==> src/rtl/wbu_commit_queue_pkg.sv <==
// Shared definitions for the write-back commit queue.
//   - Result source index constants (ALU, LSU, CSR, PC+4).
//   - sel_width(): width of a source select index, never below 1 bit.
//   - wbu_entry_t: queue entry layout {pc, rd, wen, data} at the default
//     widths, for consumers that do not override the block parameters.
package wbu_commit_queue_pkg;

    localparam int SRC_ALU = 0;
    localparam int SRC_LSU = 1;
    localparam int SRC_CSR = 2;
    localparam int SRC_PC4 = 3;

    localparam int DEF_DATA_W = 32;
    localparam int DEF_REG_AW = 5;
    localparam int DEF_NSRC   = 4;

    // Select index width: max(1, clog2(nsrc)).
    function automatic int sel_width(input int nsrc);
        return (nsrc > 1) ? $clog2(nsrc) : 1;
    endfunction

    localparam int SEL_W = sel_width(DEF_NSRC);

    typedef struct packed {
        logic [DEF_DATA_W-1:0] pc;
        logic [DEF_REG_AW-1:0] rd;
        logic                  wen;
        logic [DEF_DATA_W-1:0] data;
    } wbu_entry_t;

endpackage

==> src/rtl/wbu_commit_queue_src_mux.sv <==
// Combinational NSRC:1 result source select.
//   src_data : flattened sources, source k at [k*DATA_W +: DATA_W]
//   sel      : source index
//   data     : selected result, zero when sel does not name a source
//   illegal  : sel >= NSRC
module wbu_src_mux #(
    parameter int DATA_W = 32,
    parameter int NSRC   = 4,
    parameter int SEL_W  = 2
) (
    input  logic [NSRC*DATA_W-1:0] src_data,
    input  logic [SEL_W-1:0]       sel,
    output logic [DATA_W-1:0]      data,
    output logic                   illegal
);

    logic [NSRC-1:0] hit;

    // One-hot decode of sel, then AND-OR select; no hit means illegal and data 0.
    always_comb begin
        hit  = '0;
        data = '0;
        for (int k = 0; k < NSRC; k++) begin
            hit[k] = (sel == SEL_W'(k));
            data   = data | (src_data[k*DATA_W +: DATA_W] & {DATA_W{hit[k]}});
        end
        illegal = ~|hit;
    end

endmodule

==> src/rtl/wbu_commit_queue.sv <==
// Write-back commit queue: selects a result source on acceptance, buffers
// up to DEPTH completed instructions in order and retires the head one per
// out_valid/out_ready handshake, driving the regfile write port.
//   clock, reset         : clock, synchronous active-high reset
//   in_valid/in_ready    : upstream completion handshake
//   in_src_data/_sel     : flattened source results and source index
//   in_rd, in_rd_wen     : destination register and its write enable
//   in_pc                : instruction PC carried to commit
//   out_valid/out_ready  : retirement handshake; out_pc is the head PC
//   rf_wen/_waddr/_wdata : regfile write port (pulses on retirement)
//   sel_err              : sticky, an illegal source index was accepted
//   retire_cnt           : retired instruction count (wraps)
module wbu_commit_queue
    import wbu_commit_queue_pkg::*;
#(
    parameter int DATA_W = 32,
    parameter int NSRC   = 4,
    parameter int REG_AW = 5,
    parameter int DEPTH  = 2,
    parameter int CNT_W  = 32
) (
    input  logic                      clock,
    input  logic                      reset,
    input  logic                      in_valid,
    output logic                      in_ready,
    input  logic [NSRC*DATA_W-1:0]    in_src_data,
    input  logic [sel_width(NSRC)-1:0] in_src_sel,
    input  logic [REG_AW-1:0]         in_rd,
    input  logic                      in_rd_wen,
    input  logic [DATA_W-1:0]         in_pc,
    output logic                      out_valid,
    input  logic                      out_ready,
    output logic [DATA_W-1:0]         out_pc,
    output logic                      rf_wen,
    output logic [REG_AW-1:0]         rf_waddr,
    output logic [DATA_W-1:0]         rf_wdata,
    output logic                      sel_err,
    output logic [CNT_W-1:0]          retire_cnt
);

    localparam int Q_SEL_W = sel_width(NSRC);
    localparam int PTR_W   = (DEPTH > 1) ? $clog2(DEPTH) : 1;
    localparam int OCC_W   = $clog2(DEPTH + 1);

    typedef struct packed {
        logic [DATA_W-1:0] pc;
        logic [REG_AW-1:0] rd;
        logic              wen;
        logic [DATA_W-1:0] data;
    } entry_t;

    entry_t             mem_q [DEPTH];
    entry_t             mem_d [DEPTH];
    logic [PTR_W-1:0]   wr_ptr_q, wr_ptr_d;
    logic [PTR_W-1:0]   rd_ptr_q, rd_ptr_d;
    logic [OCC_W-1:0]   count_q, count_d;
    logic [CNT_W-1:0]   retire_cnt_q, retire_cnt_d;
    logic               sel_err_q, sel_err_d;

    logic [DATA_W-1:0]  sel_data;
    logic               sel_illegal;
    entry_t             new_entry;
    entry_t             head;
    logic               push;
    logic               pop;

    wbu_src_mux #(
        .DATA_W (DATA_W),
        .NSRC   (NSRC),
        .SEL_W  (Q_SEL_W)
    ) u_src_mux (
        .src_data (in_src_data),
        .sel      (in_src_sel),
        .data     (sel_data),
        .illegal  (sel_illegal)
    );

    // in_ready depends only on the occupancy register, so a pop never frees
    // a slot for a push in the same cycle. Handshakes are masked during
    // reset so nothing is written or retired in the reset cycle.
    assign head       = mem_q[rd_ptr_q];
    assign in_ready   = (count_q < OCC_W'(DEPTH));
    assign out_valid  = (count_q != '0);
    assign push       = in_valid & in_ready & ~reset;
    assign pop        = out_valid & out_ready & ~reset;
    assign out_pc     = head.pc;
    assign rf_waddr   = head.rd;
    assign rf_wdata   = head.data;
    assign rf_wen     = pop & head.wen & (head.rd != '0);
    assign sel_err    = sel_err_q;
    assign retire_cnt = retire_cnt_q;

    // Entry captured at push; an illegal select yields data 0 and no write.
    always_comb begin
        new_entry      = '0;
        new_entry.pc   = in_pc;
        new_entry.rd   = in_rd;
        new_entry.wen  = in_rd_wen & ~sel_illegal;
        new_entry.data = sel_data;
    end

    // Next-state for queue storage, pointers, occupancy, counter and sticky error.
    always_comb begin
        mem_d        = mem_q;
        wr_ptr_d     = wr_ptr_q;
        rd_ptr_d     = rd_ptr_q;
        count_d      = count_q;
        retire_cnt_d = retire_cnt_q;
        sel_err_d    = sel_err_q;
        if (reset) begin
            for (int i = 0; i < DEPTH; i++) begin
                mem_d[i] = '0;
            end
            wr_ptr_d     = '0;
            rd_ptr_d     = '0;
            count_d      = '0;
            retire_cnt_d = '0;
            sel_err_d    = 1'b0;
        end else begin
            if (push) begin
                mem_d[wr_ptr_q] = new_entry;
                wr_ptr_d        = (wr_ptr_q == PTR_W'(DEPTH - 1)) ? '0 : wr_ptr_q + 1'b1;
                sel_err_d       = sel_err_q | sel_illegal;
            end else begin
                wr_ptr_d = wr_ptr_q;
            end
            if (pop) begin
                rd_ptr_d     = (rd_ptr_q == PTR_W'(DEPTH - 1)) ? '0 : rd_ptr_q + 1'b1;
                retire_cnt_d = retire_cnt_q + {{(CNT_W-1){1'b0}}, 1'b1};
            end else begin
                rd_ptr_d = rd_ptr_q;
            end
            case ({push, pop})
                2'b10:   count_d = count_q + OCC_W'(1);
                2'b01:   count_d = count_q - OCC_W'(1);
                default: count_d = count_q;
            endcase
        end
    end

    // State registers; reset is folded into the _d logic above.
    always_ff @(posedge clock) begin
        mem_q        <= mem_d;
        wr_ptr_q     <= wr_ptr_d;
        rd_ptr_q     <= rd_ptr_d;
        count_q      <= count_d;
        retire_cnt_q <= retire_cnt_d;
        sel_err_q    <= sel_err_d;
    end

endmodule

==> config.mk <==
export PLATFORM = sky130hd
export DESIGN_NAME = wbu_commit_queue
export DESIGN_NICKNAME = d
export VERILOG_FILES = /design/src/rtl/wbu_commit_queue_pkg.sv /design/src/rtl/wbu_commit_queue_src_mux.sv /design/src/rtl/wbu_commit_queue.sv
export SDC_FILE = /design/constraint.sdc
export NUM_CORES = 1
export LEC_CHECK = 0
export CAP_MARGIN = 10
export CORE_ASPECT_RATIO = 1.1
export CORE_MARGIN = 2
export CORE_UTILIZATION = 39
export DETAILED_ROUTE_END_ITERATION = 7
export GPL_TIMING_DRIVEN = 0
export PLACE_DENSITY = 0.74
export RECOVER_POWER = 50
export SYNTH_ARGS = -nofsm -noshare
export SYNTH_HDL_FRONTEND = slang
export SYNTH_HIERARCHICAL = 1
export SYNTH_SLANG_ARGS = --single-unit
==> constraint.sdc <==
create_clock -name clock -period 2.4 [get_ports clock]
set_clock_uncertainty 0.2 [all_clocks]
set_input_delay 0.72 -clock clock [delete_from_list [all_inputs] [get_ports clock]]
set_output_delay 0.72 -clock clock [all_outputs]
set_load 0.05 [all_outputs]
Word level (Yosys, flattened, before mapping) --
Cells that the tools add are included. W data, S select, Z words.
Storage, ports and cells: flip-flop bits (word level) 177, input bits 172, word-level logic and storage cells 61
Cells by class: add/subtract/negate cells 5, $lt $le $gt $ge 4, equality and inequality tests 5, multiplexer cells 9, bitwise gates (word level) 18, reduce and logical (&&, ||, !) cells 7
Operators by type and width (count):
- $mux W70 | 4
- $bwmux W140 | 1
- $and A32 B32 Y32 | 4
- $or A32 B32 Y32 | 3
- $demux W70 S1 | 1
- $add A32 B1 Y32 const B | 1
- $and A1 B1 Y1 | 7
- $eq A2 B2 Y1 const B | 3
- $reduce_bool A5 Y1 | 1
- $eq A2 B1 Y1 const B | 2
- $ge A2 B2 Y1 const B | 2
- $not A1 Y2 | 2
- $pmux W2 S2 | 1
- $reduce_bool A2 Y1 | 2
- $reduce_or A4 Y1 | 1
- $add A1 B1 Y1 const B | 2
- $add A2 B1 Y2 const B | 1
- $logic_not A2 Y1 | 1
- $lt A2 B1 Y1 const B | 1
- $lt A2 B2 Y1 const B | 1
- $mux W1 | 2
- $sub A2 B1 Y2 const B | 1
- $logic_and A1 B1 Y1 | 1
- $logic_not A1 Y1 | 1
- 2 further kinds | 2

Logic depth before layout (Yosys ltp) --
Gate-level depths: netlist of the first run.
word-level depth 6, mapped depth 7

Modules after synthesis --
The synthesis of the first run kept the hierarchy.
By module, submodules not included:
- wbu_commit_queue | times used 1, cells each 908, area each 7554.7 µm², seq. area each 3543.4 µm²
- wbu_src_mux | times used 1, cells each 42, area each 829.5 µm², seq. area each 0.0 µm²

Worst setup path before layout of the first run --
Ideal clock, no wire load.
kind register to output, start reg rd_ptr_q, end out rf_wen, arrival 2.741 ns, required time 1.480 ns, setup slack -1.261 ns, cell stages (with the launch flop) 6, buffers on the path 1, cells stage by stage dfxtp_1 > clkbuf_1 > mux2_1 > or4_1 > nor2_1 > nor4_1
Between the ends: longest elaborated chain between the ends 6, elaborated cells on any way between the ends 7, those cells by class 3 x mux; 3 x bitwise; 1 x reduce/logical
RTL lines:
- start, declared | line wbu_commit_queue.sv:55 | logic [PTR_W-1:0] rd_ptr_q, rd_ptr_d;
- start signal, assigned | line wbu_commit_queue.sv:145 | rd_ptr_q <= rd_ptr_d;
- $not A1 Y2 (not written as such) | line wbu_commit_queue.sv:81 | assign head = mem_q[rd_ptr_q];
- $mux W70 (not written as such) (3 in series) | line wbu_commit_queue.sv:81
- named net rf_waddr[3] | line wbu_commit_queue.sv:35 | output logic [REG_AW-1:0] rf_waddr,
- $reduce_bool A5 Y1 | line wbu_commit_queue.sv:89 | assign rf_wen = pop & head.wen & (head.rd != '0);
- $and A1 B1 Y1 | line wbu_commit_queue.sv:89
- end, declared | line wbu_commit_queue.sv:34 | output logic rf_wen,
The timed path passes the listed nets, and every way through them passes these cells. The select of a mux whose other input is x is not followed.

Final worst setup path of the first run --
start reg rd_ptr_q, end out rf_wen
Between the ends: longest elaborated chain between the ends 6, elaborated cells on any way between the ends 7, those cells by class 3 x mux; 3 x bitwise; 1 x reduce/logical
RTL lines (line):
- $not A1 Y2 (not written as such) (*) | wbu_commit_queue.sv:81
- $mux W70 (not written as such) (*) (3 in series) | wbu_commit_queue.sv:81
- $reduce_bool A5 Y1 / $and A1 B1 Y1 (equally long branches) | wbu_commit_queue.sv:89
- $and A1 B1 Y1 (*) | wbu_commit_queue.sv:89
Every way passes the cells marked *; elsewhere a longest branch is shown, timed or not. The select of a mux whose other input is x is not followed.

==> results.md, run 1 <==
- Met3 WL: ~1300 um
- Synth Cell Area: approximately 8400 um^2
- Final cycle utilization of the critical path: 125%
- Layout cells sized above 1: about 23%
- Initial core utilization: 39.5%
- RSZ-0062 raised after global routing: yes
- Setup crit start kind: flip-flop
- Boundary Pins: 277
- Global-route wire length before repair: around 40,000 um
- Root Buffer: clkbuf_16
- First-pass detailed-route iteration total: 4
- Max Root-Sink Buffers: 2
- Die Span Y: 158 um
- Synth-to-Final Area Change: 53.7%
- CP Class: reg -> out
- Initial antenna violation count: 0
- Wire length on met2: 14,000 um
- Pre-CTS WS: -1.40 ns
- GRT overflow: 0
- Area of the multi-input gates: 4640 um^2
- Status: finished, violations left
- Gr usage total: a little under a quarter
- Via count: 7,928
- Yosys cell types: 45
- Critical path required time: 1.48 ns
- Fmax: 0.334 GHz
- Transition time of the tightest slew-check pin: 0.984 ns
- Synth Flop Type: dfxtp_1
- Clk slew on worst S/H paths: 0.07 ns
- Layout filler cell count: 1,864
- Worst r2r dst: retire_cnt[29]$_SDFFE_PP0P_
- DRC viols: 0
- Setup crit end: rf_wen
- Post-synthesis register bit count: around 180
- Hold Crit Class: reg -> reg
- FF-to-FF Start: count_q[1]$_SDFFE_PP0P_
- Row count: 56
- CTS tree: yes
- Leak Pwr: 0.00495 uW
- Post-Route WL: 26,600 um
- Beginning of the critical path: rd_ptr_q$_SDFFE_PP0P_
- Sequential fraction of the synthesis area: 42.3%
- Max_slew headroom: roughly 34%
- Crit path DAT: 2.08 ns
- Max cap viols: 0
- Worst-Skew Late Latency: 0.42 ns
- Syn Area/Cell: 8.83 um^2
- Fin crit period: 3.00 ns
- PwrDens: ~610 nW/um^2
- Largest net degree at the start of global routing: 20
- Most common cell after layout, fill and taps aside: nand2_1
- DP HPWL: 19,400 um
- Hold buffers post-CTS: 0
- FFs w/ async S/R, synth: 0%
- Placer Congestion: 0.817
- # H-tree levels: 4
- CP endpoint kind: output port
- DIE AREA: 22,700 um^2
- Slack of the worst reg-to-reg path: approximately 0.16 ns
- Critical Path Fanout Max: 7
- End-of-flow core utilization: between 60% and 70%
- Routed WL per cell: 17.0 um
- Final net count: ~1,400
- Final Hold Vio Count: 0
- Yosys warning count: 6
- Slew Viols, Final: 0
- Core area: between 20,000 and 25,000 um^2
- ANT cells: 0
- Starting DRC count in detailed routing: 349
- Commonest cells after routing, fill and taps aside: 298 x nand2_1, 176 x dfxtp_1, 168 x clkdlybuf4s50_1
- Share of the synthesized area in the top cell type: 42.3%
- Synth top area cells: dfxtp_1 42%, nand2_1 13%, a21oi_1 8.9%, mux2_2 8.9%, mux4_2 8.1%
- Register area: 3540 um^2
- Port Buffers: 274
- Die span in x: 144 um
- CTS Buf Count: 17
- Mapped Nets: 1,124
- M1 WL: 10,800 um
- Peak VDD IR: 0.384 mV
- Final setup fails: 88
- Post-synth EDFFs: 0
- Drt via density: between 5 and 6
- Failing checks: setup timing
- Clk sink count: 177
- Setup WS post-layout: -0.595 ns
- Post-Synthesis Cells: 950
- Vias in the first global route: a little under 8,000
- Post-route ant nets: 0
- Top routing layer in use: met4
- R2R depth: 6
- Cell taking the most area after synthesis: dfxtp_1
[where the power goes]
group	total, uW	switching, uW	internal (uW)
Clock	2850	1240	1610
Combinational	1870	928	945
Sequential	3100	60.8	3040
[worst min path at each step]
| stage | start | cells past startpoint | slack, ns | to |
|---|---|---|---|---|
| finish | mem_q[59]$_SDFFE_PP0P_ | 2 | 0.26 | mem_q[59]$_SDFFE_PP0P_ |
| floorplan | mem_q[31]$_SDFFE_PP0P_ | 2 | 0.23 | mem_q[31]$_SDFFE_PP0P_ |
| detailed placement | mem_q[39]$_SDFFE_PP0P_ | 2 | 0.24 | mem_q[39]$_SDFFE_PP0P_ |
| global route | mem_q[39]$_SDFFE_PP0P_ | 2 | 0.27 | mem_q[39]$_SDFFE_PP0P_ |
| global placement | mem_q[7]$_SDFFE_PP0P_ | 2 | 0.24 | mem_q[7]$_SDFFE_PP0P_ |
| CTS | mem_q[39]$_SDFFE_PP0P_ | 2 | 0.25 | mem_q[39]$_SDFFE_PP0P_ |
[final cells by class]
class / count / share of cell area, %
sequential: 177 / 27.5
timing repair buffer: 296 / 24.8
clock inverter: 13 / 1.17
tap: 290 / 2.82
inverter: 7 / 0.204
clock buffer: 19 / 3.52
buffer: 70 / 3.98
multi-input combinational: 692 / 36.0
[what timing repair did]
action,in CTS,in global routing
gates cloned,0,4
setup buffers,7,11
setup endpoints to repair,265,82
pin swaps,3,1
resized for setup,445,283
[stage by stage]
stage,hold WS [ns],TNS (ns),power [uW],cells,cell area [um^2]
finish,0.255,-22.60,7830,1564,12900
detailed placement,0.244,-164.56,4730,1514,11600
global route,0.274,-34.11,8110,1564,12900
floorplan,0.231,-0.172,4080,950,8450
CTS,0.254,-28.63,7630,1550,12300
global placement,0.238,-162.81,4710,1514,11600
[layer usage]
layer,track usage (%),up-vias
met2,41.2,245
met3,4.90,22
met5,0,-
met1,26.7,3771
li1,-,3890
met4,6.54,0
[synthesized netlist by cell type (3+ instances only)]
cell / number
and4_1: 3
nor4_1: 12
buf_1: 6
mux2_2: 66
and3_1: 3
a21oi_1: 149
nor4_2: 6
xor2_1: 5
nand4_1: 7
mux2_1: 20
nor2_1: 29
or4_1: 5
buf_2: 25
buf_12: 3
nand3_1: 7
inv_1: 5
xnor2_1: 3
clkbuf_1: 36
nand2_1: 298
o31ai_1: 5
nor2b_1: 17
buf_6: 3
dfxtp_1: 177
mux4_2: 30
[flip-flops by register name, indices dropped and copies added, names as in the netlist]
name / cells
count_q: 2
mem_q: 140
rd_ptr_q: 1
retire_cnt: 32
sel_err: 1
wr_ptr_q: 1
[critical path, cell delays in order, from the launching register on]
cell and delay [ns]:
dfxtp_2 0.33, buf_8 0.13, mux2_4 0.31, or4_4 0.55
nor2_4 0.13, nor4_4 0.04, buf_6 0.17
[cell families (layout without fill, tap and decap cells)]
group / Yosys count / count (layout) / synth area share [%]
AOI/OAI and AO/OA: 162 / 162 / 10.1
xor gates and xnor gates: 8 / 8 / 0.836
and+or+nand+nor: 399 / 399 / 21.1
other: 1 / 1 / 0.0447
muxes: 120 / 120 / 20.5
adders and majority gates: 2 / 2 / 0.298
DFF: 177 / 177 / 42.3
buffers and inverters: 81 / 405 / 4.89
Power figures use the tool's default switching activity.
==> inputs of run 2 (changes only) <==
PLACE_DENSITY = 0.69   (was 0.74)
==> run 2 against run 1 <==
The flow still finishes with violations (setup timing). Sequential power about the same. Cell count increased by 1.3%. Highest routed layer is now met5. Sequential share of layout area down 0.39 points. Worst setup slack got worse by 0.019 ns. Largest cell class unchanged. Combinational power is 6% higher. Register-to-register slack better by 0.07 ns. Critical endpoint unchanged. Clock power down 5%. Routed wire length fell by 0.18%. Clock-buffer cell count fell by 1.
==> results.md, run 2 (same netlist as run 1, synthesis figures left out) <==
- Die Span Y: 158 um (unchanged)
- Pwr Total: 7790 uW (was 7830 uW)
- CTS Buf Count: 17 (unchanged)
- Slew Viols, Final: 0 (unchanged)
- Root Buffer: clkbuf_16 (unchanged)
- GRT overflow: 0 (unchanged)
- Port Buffers: 274 (unchanged)
- Routed WL per cell: 16.8 um (was 17.0 um)
- Initial antenna violation count: 1 (was 0)
- # H-tree levels: 4 (unchanged)
- Clk sink count: 177 (unchanged)
- Clk slew on worst S/H paths: 0.07 ns (about the same)
- Final net count: 1,455 (was 1,435)
- Setup WS post-layout: -0.614 ns (was -0.595 ns)
- CTS tree: yes (unchanged)
- Slack of the worst reg-to-reg path: 0.23 ns (was 0.16 ns)
- Placer Congestion: 0.808 (was 0.817)
- Fmax: 0.332 GHz (was 0.334 GHz)
- Most common cell after layout, fill and taps aside: nand2_1 (unchanged)
- Leak Pwr: 0.00505 uW (was 0.00495 uW)
- Placed cells: 1,514 (unchanged)
- Final Hold Vio Count: 0 (unchanged)
- Hold Crit Class: reg -> reg (unchanged)
- Fin crit period: 3.01 ns (was 3.00 ns)
- Via count: 8,030 (was 7,928)
- Failing checks: setup timing (unchanged)
- Boundary Pins: 277 (unchanged)
- CP endpoint kind: output port (unchanged)
- Post-route ant nets: 0 (unchanged)
- Worst r2r dst: retire_cnt[29]$_SDFFE_PP0P_ (unchanged)
- Crit path DAT: 2.09 ns (was 2.08 ns)
- Setup crit start kind: flip-flop (unchanged)
- Hold Crit Depth: 2 (unchanged)
- PwrDens: 596 nW/um^2 (was 607 nW/um^2)
- Initial core utilization: 39.5% (unchanged)
- Final cycle utilization of the critical path: 126% (was 125%)
- Gr usage total: 22.7% (about the same)
- Max Root-Sink Buffers: 2 (unchanged)
- CP Class: reg -> out (unchanged)
- ANT cells: 0 (unchanged)
- FF-to-FF Start: count_q[1]$_SDFFE_PP0P_ (unchanged)
- Post-Layout Cell Count: 1,584 (was 1,564)
- Max reg flops: 140 (unchanged)
- Peak VDD IR: 0.422 mV (was 0.384 mV)
- Hold buffers post-CTS: 0 (unchanged)
- Transition time of the tightest slew-check pin: 0.670 ns (was 0.984 ns)
- Max_slew headroom: 55.4% (was 34.4%)
- Synth-to-Final Area Change: 55.9% (was 53.7%)
- First-pass detailed-route iteration total: 5 (was 4)
- Critical Path Fanout Max: 7 (unchanged)
- Die span in x: 144 um (unchanged)
- Core area: 21,200 um^2 (unchanged)
- Status: finished, violations left (unchanged)
- Global-route wire length before repair: 40,200 um (was 40,000 um)
- Row count: 56 (unchanged)
- DP HPWL: 19,200 um (was 19,400 um)
- Largest net degree at the start of global routing: 19 (was 20)
- R2R depth: 6 (unchanged)
- Layout filler cell count: 1,846 (was 1,864)
- Final setup fails: 71 (was 88)
- RSZ-0062 raised after global routing: yes (unchanged)
- Starting DRC count in detailed routing: 381 (was 349)
- DIE AREA: 22,700 um^2 (unchanged)
- Hold_sp: mem_q[50]$_SDFFE_PP0P_ (was mem_q[59]$_SDFFE_PP0P_)
- Largest Register: mem_q (unchanged)
- Critical path required time: 1.48 ns (about the same)
- Drt via density: 5.07 (about the same)
- Commonest cells after routing, fill and taps aside: 298 x nand2_1, 176 x dfxtp_1, 168 x clkdlybuf4s50_1 (unchanged)
- Worst-Skew Late Latency: 0.43 ns (was 0.42 ns)
- Max cap viols: 0 (unchanged)
- Post-Route WL: 26,500 um (was 26,600 um)
- Worst hold path endpoint: mem_q[50]$_SDFFE_PP0P_ (was mem_q[59]$_SDFFE_PP0P_)
- Layout cells sized above 1: 23.7% (was 22.5%)
- Vias in the first global route: 7,824 (was 7,722)
- DRC viols: 0 (unchanged)
==> run 2: stage by stage <==
step / util, % / setup TNS, ns / worst slack (ns) / cell area [um^2] / hold slack (ns)
6_report: 61.6 / -32.09 / -0.614 / 13100 / 0.254
5_1_grt: 61.6 / -37.03 / -0.661 / 13100 / 0.272
3_3_place_gp: 54.4 / -163.75 / -1.40 / 11600 / 0.238
3_5_place_dp: 54.4 / -163.06 / -1.39 / 11600 / 0.243
2_1_floorplan: - / -0.172 / -0.172 / 8450 / 0.231
4_1_cts: 58.8 / -27.79 / -0.663 / 12500 / 0.254
==> run 2: final cells by class <==
| class | count | area (um^2) | share of cell area [%] |
|---|---|---|---|
| clock buffers | 18 | 439 | 3.36 |
| inverters | 7 | 26.3 | 0.201 |
| multi-input cells | 693 | 4640 | 35.5 |
| well taps | 290 | 363 | 2.78 |
| flip-flops and latches | 177 | 3540 | 27.1 |
| repair buffers | 316 | 3430 | 26.3 |
| clock inverters | 14 | 136 | 1.04 |
| plain buffers | 69 | 485 | 3.72 |
==> run 2: routing by layer <==
layer | GRT usage [%] | vias up | wire length [um]
met3 | 5.14 | 36 | 1330
met1 | 26.5 | 3829 | 10800
met4 | 7.24 | 2 | 565
met2 | 40.9 | 231 | 13800
met5 | 0 | - | 12
li1 | - | 3932 | -
==> run 2: how the worst max path moves through the flow <==
stage	start	slack (ns)	depth (start not counted)	to
after global routing	rd_ptr_q$_SDFFE_PP0P_	-0.66	6	rf_wen
after floorplan	reset	-0.17	3	rf_wen
after detailed placement	reset	-1.39	5	rf_wen
final	rd_ptr_q$_SDFFE_PP0P_	-0.61	6	rf_wen
after global placement	reset	-1.40	5	rf_wen
after CTS	rd_ptr_q$_SDFFE_PP0P_	-0.66	6	rf_wen
==> run 2: where the power goes <==
part           total, uW  switching [uW]  internal (uW)
logic               1980             948           1030
clock network       2710            1300           1410
registers           3100            62.8           3040
==> run 2: repair_timing <==
action	CTS	global route
gates cloned	0	6
pin swaps	3	1
buffers inserted	12	25
hold endpoints to repair	0	0
endpoints found under the setup margin	265	193
resized for setup	528	183
==> run 2: critical path, stage by stage, from the launching register on <==
cell,delay (ns)
dfxtp_2,0.34
clkbuf_16,0.15
mux2_4,0.30
or4_4,0.55
nor2_4,0.12
nor4_4,0.04
buf_6,0.17
==> inputs of run 3 (changes only) <==
CTS_CLUSTER_DIAMETER = 50   (was default)
PLACE_DENSITY = 0.79   (was 0.69)
==> run 3 against run 2 <==
The run still ends with setup timing left. Combinational power decreased by 6%. Flip-flop and latch count unchanged. Fmax decreased by 0.59%. Hold slack got worse by 0.00093 ns. Clock power increased by 6%. Core utilization decreased by 1.2 points. Global-route usage increased by 0.54 points. Via count increased by 0.51%. First-iteration DRC count decreased by 7.1%. Routed wire length increased by 0.65%. Cell area decreased by 1.9%. Largest power group unchanged.
==> results.md, run 3 (same netlist as run 1, synthesis figures left out) <==
- WHS: 0.253 ns (was 0.254 ns)
- Drt via density: 5.11 (was 5.07)
- CP Class: reg -> out (unchanged)
- First-pass detailed-route iteration total: 4 (was 5)
- Crit-path slowest cell: or4_4 (unchanged)
- Final net count: 1,450 (was 1,455)
- Cell family with most CP delay: simple AND/OR/NAND/NOR gates (unchanged)
- Worst r2r dst: retire_cnt[15]$_SDFFE_PP0P_ (was retire_cnt[29]$_SDFFE_PP0P_)
- Commonest cells after routing, fill and taps aside: 297 x nand2_1, 176 x dfxtp_1, 168 x clkdlybuf4s50_1 (was 298 x nand2_1, 176 x dfxtp_1, 168 x clkdlybuf4s50_1)
- DRC viols: 0 (unchanged)
- FF-to-FF Start: count_q[1]$_SDFFE_PP0P_ (unchanged)
- Vias in the first global route: 8,101 (was 7,824)
- Leak Pwr: 0.00494 uW (was 0.00505 uW)
- Max reg flops: 140 (unchanged)
- Fmax: 0.330 GHz (was 0.332 GHz)
- R2R depth: 6 (unchanged)
- Setup WS post-layout: -0.632 ns (was -0.614 ns)
- Slack of the worst reg-to-reg path: 0.17 ns (was 0.23 ns)
- GRT overflow: 0 (unchanged)
- Area after DPL: 11,600 um^2 (unchanged)
- Setup crit start kind: flip-flop (unchanged)
- CTS tree: yes (unchanged)
- Hold buffers post-CTS: 0 (unchanged)
- Core area: 21,200 um^2 (unchanged)
- Die span in x: 144 um (unchanged)
- Root Buffer: clkbuf_16 (unchanged)
- CP endpoint kind: output port (unchanged)
- Hold Crit Depth: 2 (unchanged)
- ANT cells: 0 (unchanged)
- Final Cell Area: 12,800 um^2 (was 13,100 um^2)
- Failing checks: setup timing (unchanged)
- Max_slew headroom: 57.6% (was 55.4%)
- CTS Buf Count: 17 (unchanged)
- Hold Crit Class: reg -> reg (unchanged)
- Layout cells sized above 1: 23.2% (was 23.7%)
- Placer Congestion: 0.810 (was 0.808)
- PwrDens: 611 nW/um^2 (was 596 nW/um^2)
- Worst-Skew Late Latency: 0.43 ns (about the same)
- Die Span Y: 158 um (unchanged)
- Status: finished, violations left (unchanged)
- Clk sink count: 177 (unchanged)
- Worst hold path endpoint: mem_q[54]$_SDFFE_PP0P_ (was mem_q[50]$_SDFFE_PP0P_)
- Hold_sp: mem_q[54]$_SDFFE_PP0P_ (was mem_q[50]$_SDFFE_PP0P_)
- Routed WL per cell: 16.9 um (was 16.8 um)
- Final setup fails: 90 (was 71)
- Transition time of the tightest slew-check pin: 0.636 ns (was 0.670 ns)
- Critical path required time: 1.48 ns (about the same)
- Boundary Pins: 277 (unchanged)
- Crit-path cells: buf_8, mux2_4, or4_4, nor2_4, nor4_4, buf_6 (was clkbuf_16, mux2_4, or4_4, nor2_4, nor4_4, buf_6)
- Most common cell after layout, fill and taps aside: nand2_1 (unchanged)
- Initial antenna violation count: 0 (was 1)
- # H-tree levels: 4 (unchanged)
- Crit path DAT: 2.11 ns (was 2.09 ns)
- Peak VDD IR: 0.467 mV (was 0.422 mV)
- Via count: 8,071 (was 8,030)
- Critical Path Fanout Max: 8 (was 7)
- Post-route ant nets: 0 (unchanged)
- Final cycle utilization of the critical path: 126% (about the same)
- Pwr Total: 7830 uW (was 7790 uW)
- Port Buffers: 274 (unchanged)
- Clk slew on worst S/H paths: 0.07 ns (about the same)
- Fin crit period: 3.03 ns (was 3.01 ns)
- Post-Route WL: 26,700 um (was 26,500 um)
- Global-route wire length before repair: 41,200 um (was 40,200 um)
- Largest Register: mem_q (unchanged)
- Gr usage total: 23.2% (was 22.7%)
- RSZ-0062 raised after global routing: yes (unchanged)
- Buf/Inv on CP: 2 (unchanged)
- Final Hold Vio Count: 0 (unchanged)
- Initial core utilization: 39.5% (unchanged)
- Slew Viols, Final: 0 (unchanged)
- Starting DRC count in detailed routing: 354 (was 381)
- DIE AREA: 22,700 um^2 (unchanged)
- Largest net degree at the start of global routing: 18 (was 19)
- DP HPWL: 19,600 um (was 19,200 um)
- Synth-to-Final Area Change: 52.9% (was 55.9%)
- Row count: 56 (unchanged)
- Max Root-Sink Buffers: 2 (unchanged)
- Max cap viols: 0 (unchanged)
- CP max stage delay: 0.55 ns (about the same)
==> run 3: worst max-delay path by stage <==
stage                         to                   from  depth (start not counted)  slack [ns]
after global placement    rf_wen                  reset                          5       -1.38
final                     rf_wen  rd_ptr_q$_SDFFE_PP0P_                          6       -0.63
after detailed placement  rf_wen                  reset                          5       -1.40
after CTS                 rf_wen  rd_ptr_q$_SDFFE_PP0P_                          6       -0.69
after floorplan           rf_wen                  reset                          3       -0.17
after global routing      rf_wen  rd_ptr_q$_SDFFE_PP0P_                          6       -0.67
==> run 3: final cells by class <==
| type | instances | area, um^2 |
|---|---|---|
| sequential | 177 | 3540 |
| timing repair buffer | 311 | 3230 |
| buffer | 69 | 429 |
| clock inverter | 14 | 166 |
| multi-input combinational | 693 | 4630 |
| inverter | 7 | 26.3 |
| fill | 1823 | 8410 |
| tap | 290 | 363 |
| clock buffer | 18 | 429 |
==> run 3: metal layers <==
layer  up-vias  GRT usage (%)  wire [um]  share of wire, %
li1       3918              -          -                 -
met1      3845           27.2      10800                40
met2       269           41.7      13900                52
met3        39           4.84       1310               4.9
met4         0           8.36        737               2.8
met5         -              0          0                 0
==> run 3: metrics by stage <==
stage | std cells | setup WS [ns] | util, % | TNS (ns)
after floorplan | 950 | -0.172 | - | -0.172
after detailed placement | 1514 | -1.40 | 54.4 | -165.10
final | 1579 | -0.632 | 60.4 | -27.51
after global routing | 1579 | -0.672 | 60.4 | -37.07
after global placement | 1514 | -1.38 | 54.4 | -162.46
after CTS | 1565 | -0.692 | 59.6 | -27.53
==> run 3: worst register-to-register path, cell delays in order (launching register included) <==
cell	delay, ns
dfxtp_1	0.45
o21a_1	0.16
clkbuf_2	0.29
nand4_4	0.18
clkbuf_2	0.25
nor3_1	0.24
mux2_1	0.35
==> run 3: power by group <==
group          internal [uW]  switching, uW
registers               3040           63.2
logic                    944            927
clock network           1570           1280
total                   5560           2270
==> run 3: timing repair <==
item | in CTS | in global routing
cloned | 0 | 2
gates resized for setup | 598 | 45
setup buffers | 21 | 15
setup endpoints to repair | 265 | 175
pin swaps | 3 | 1
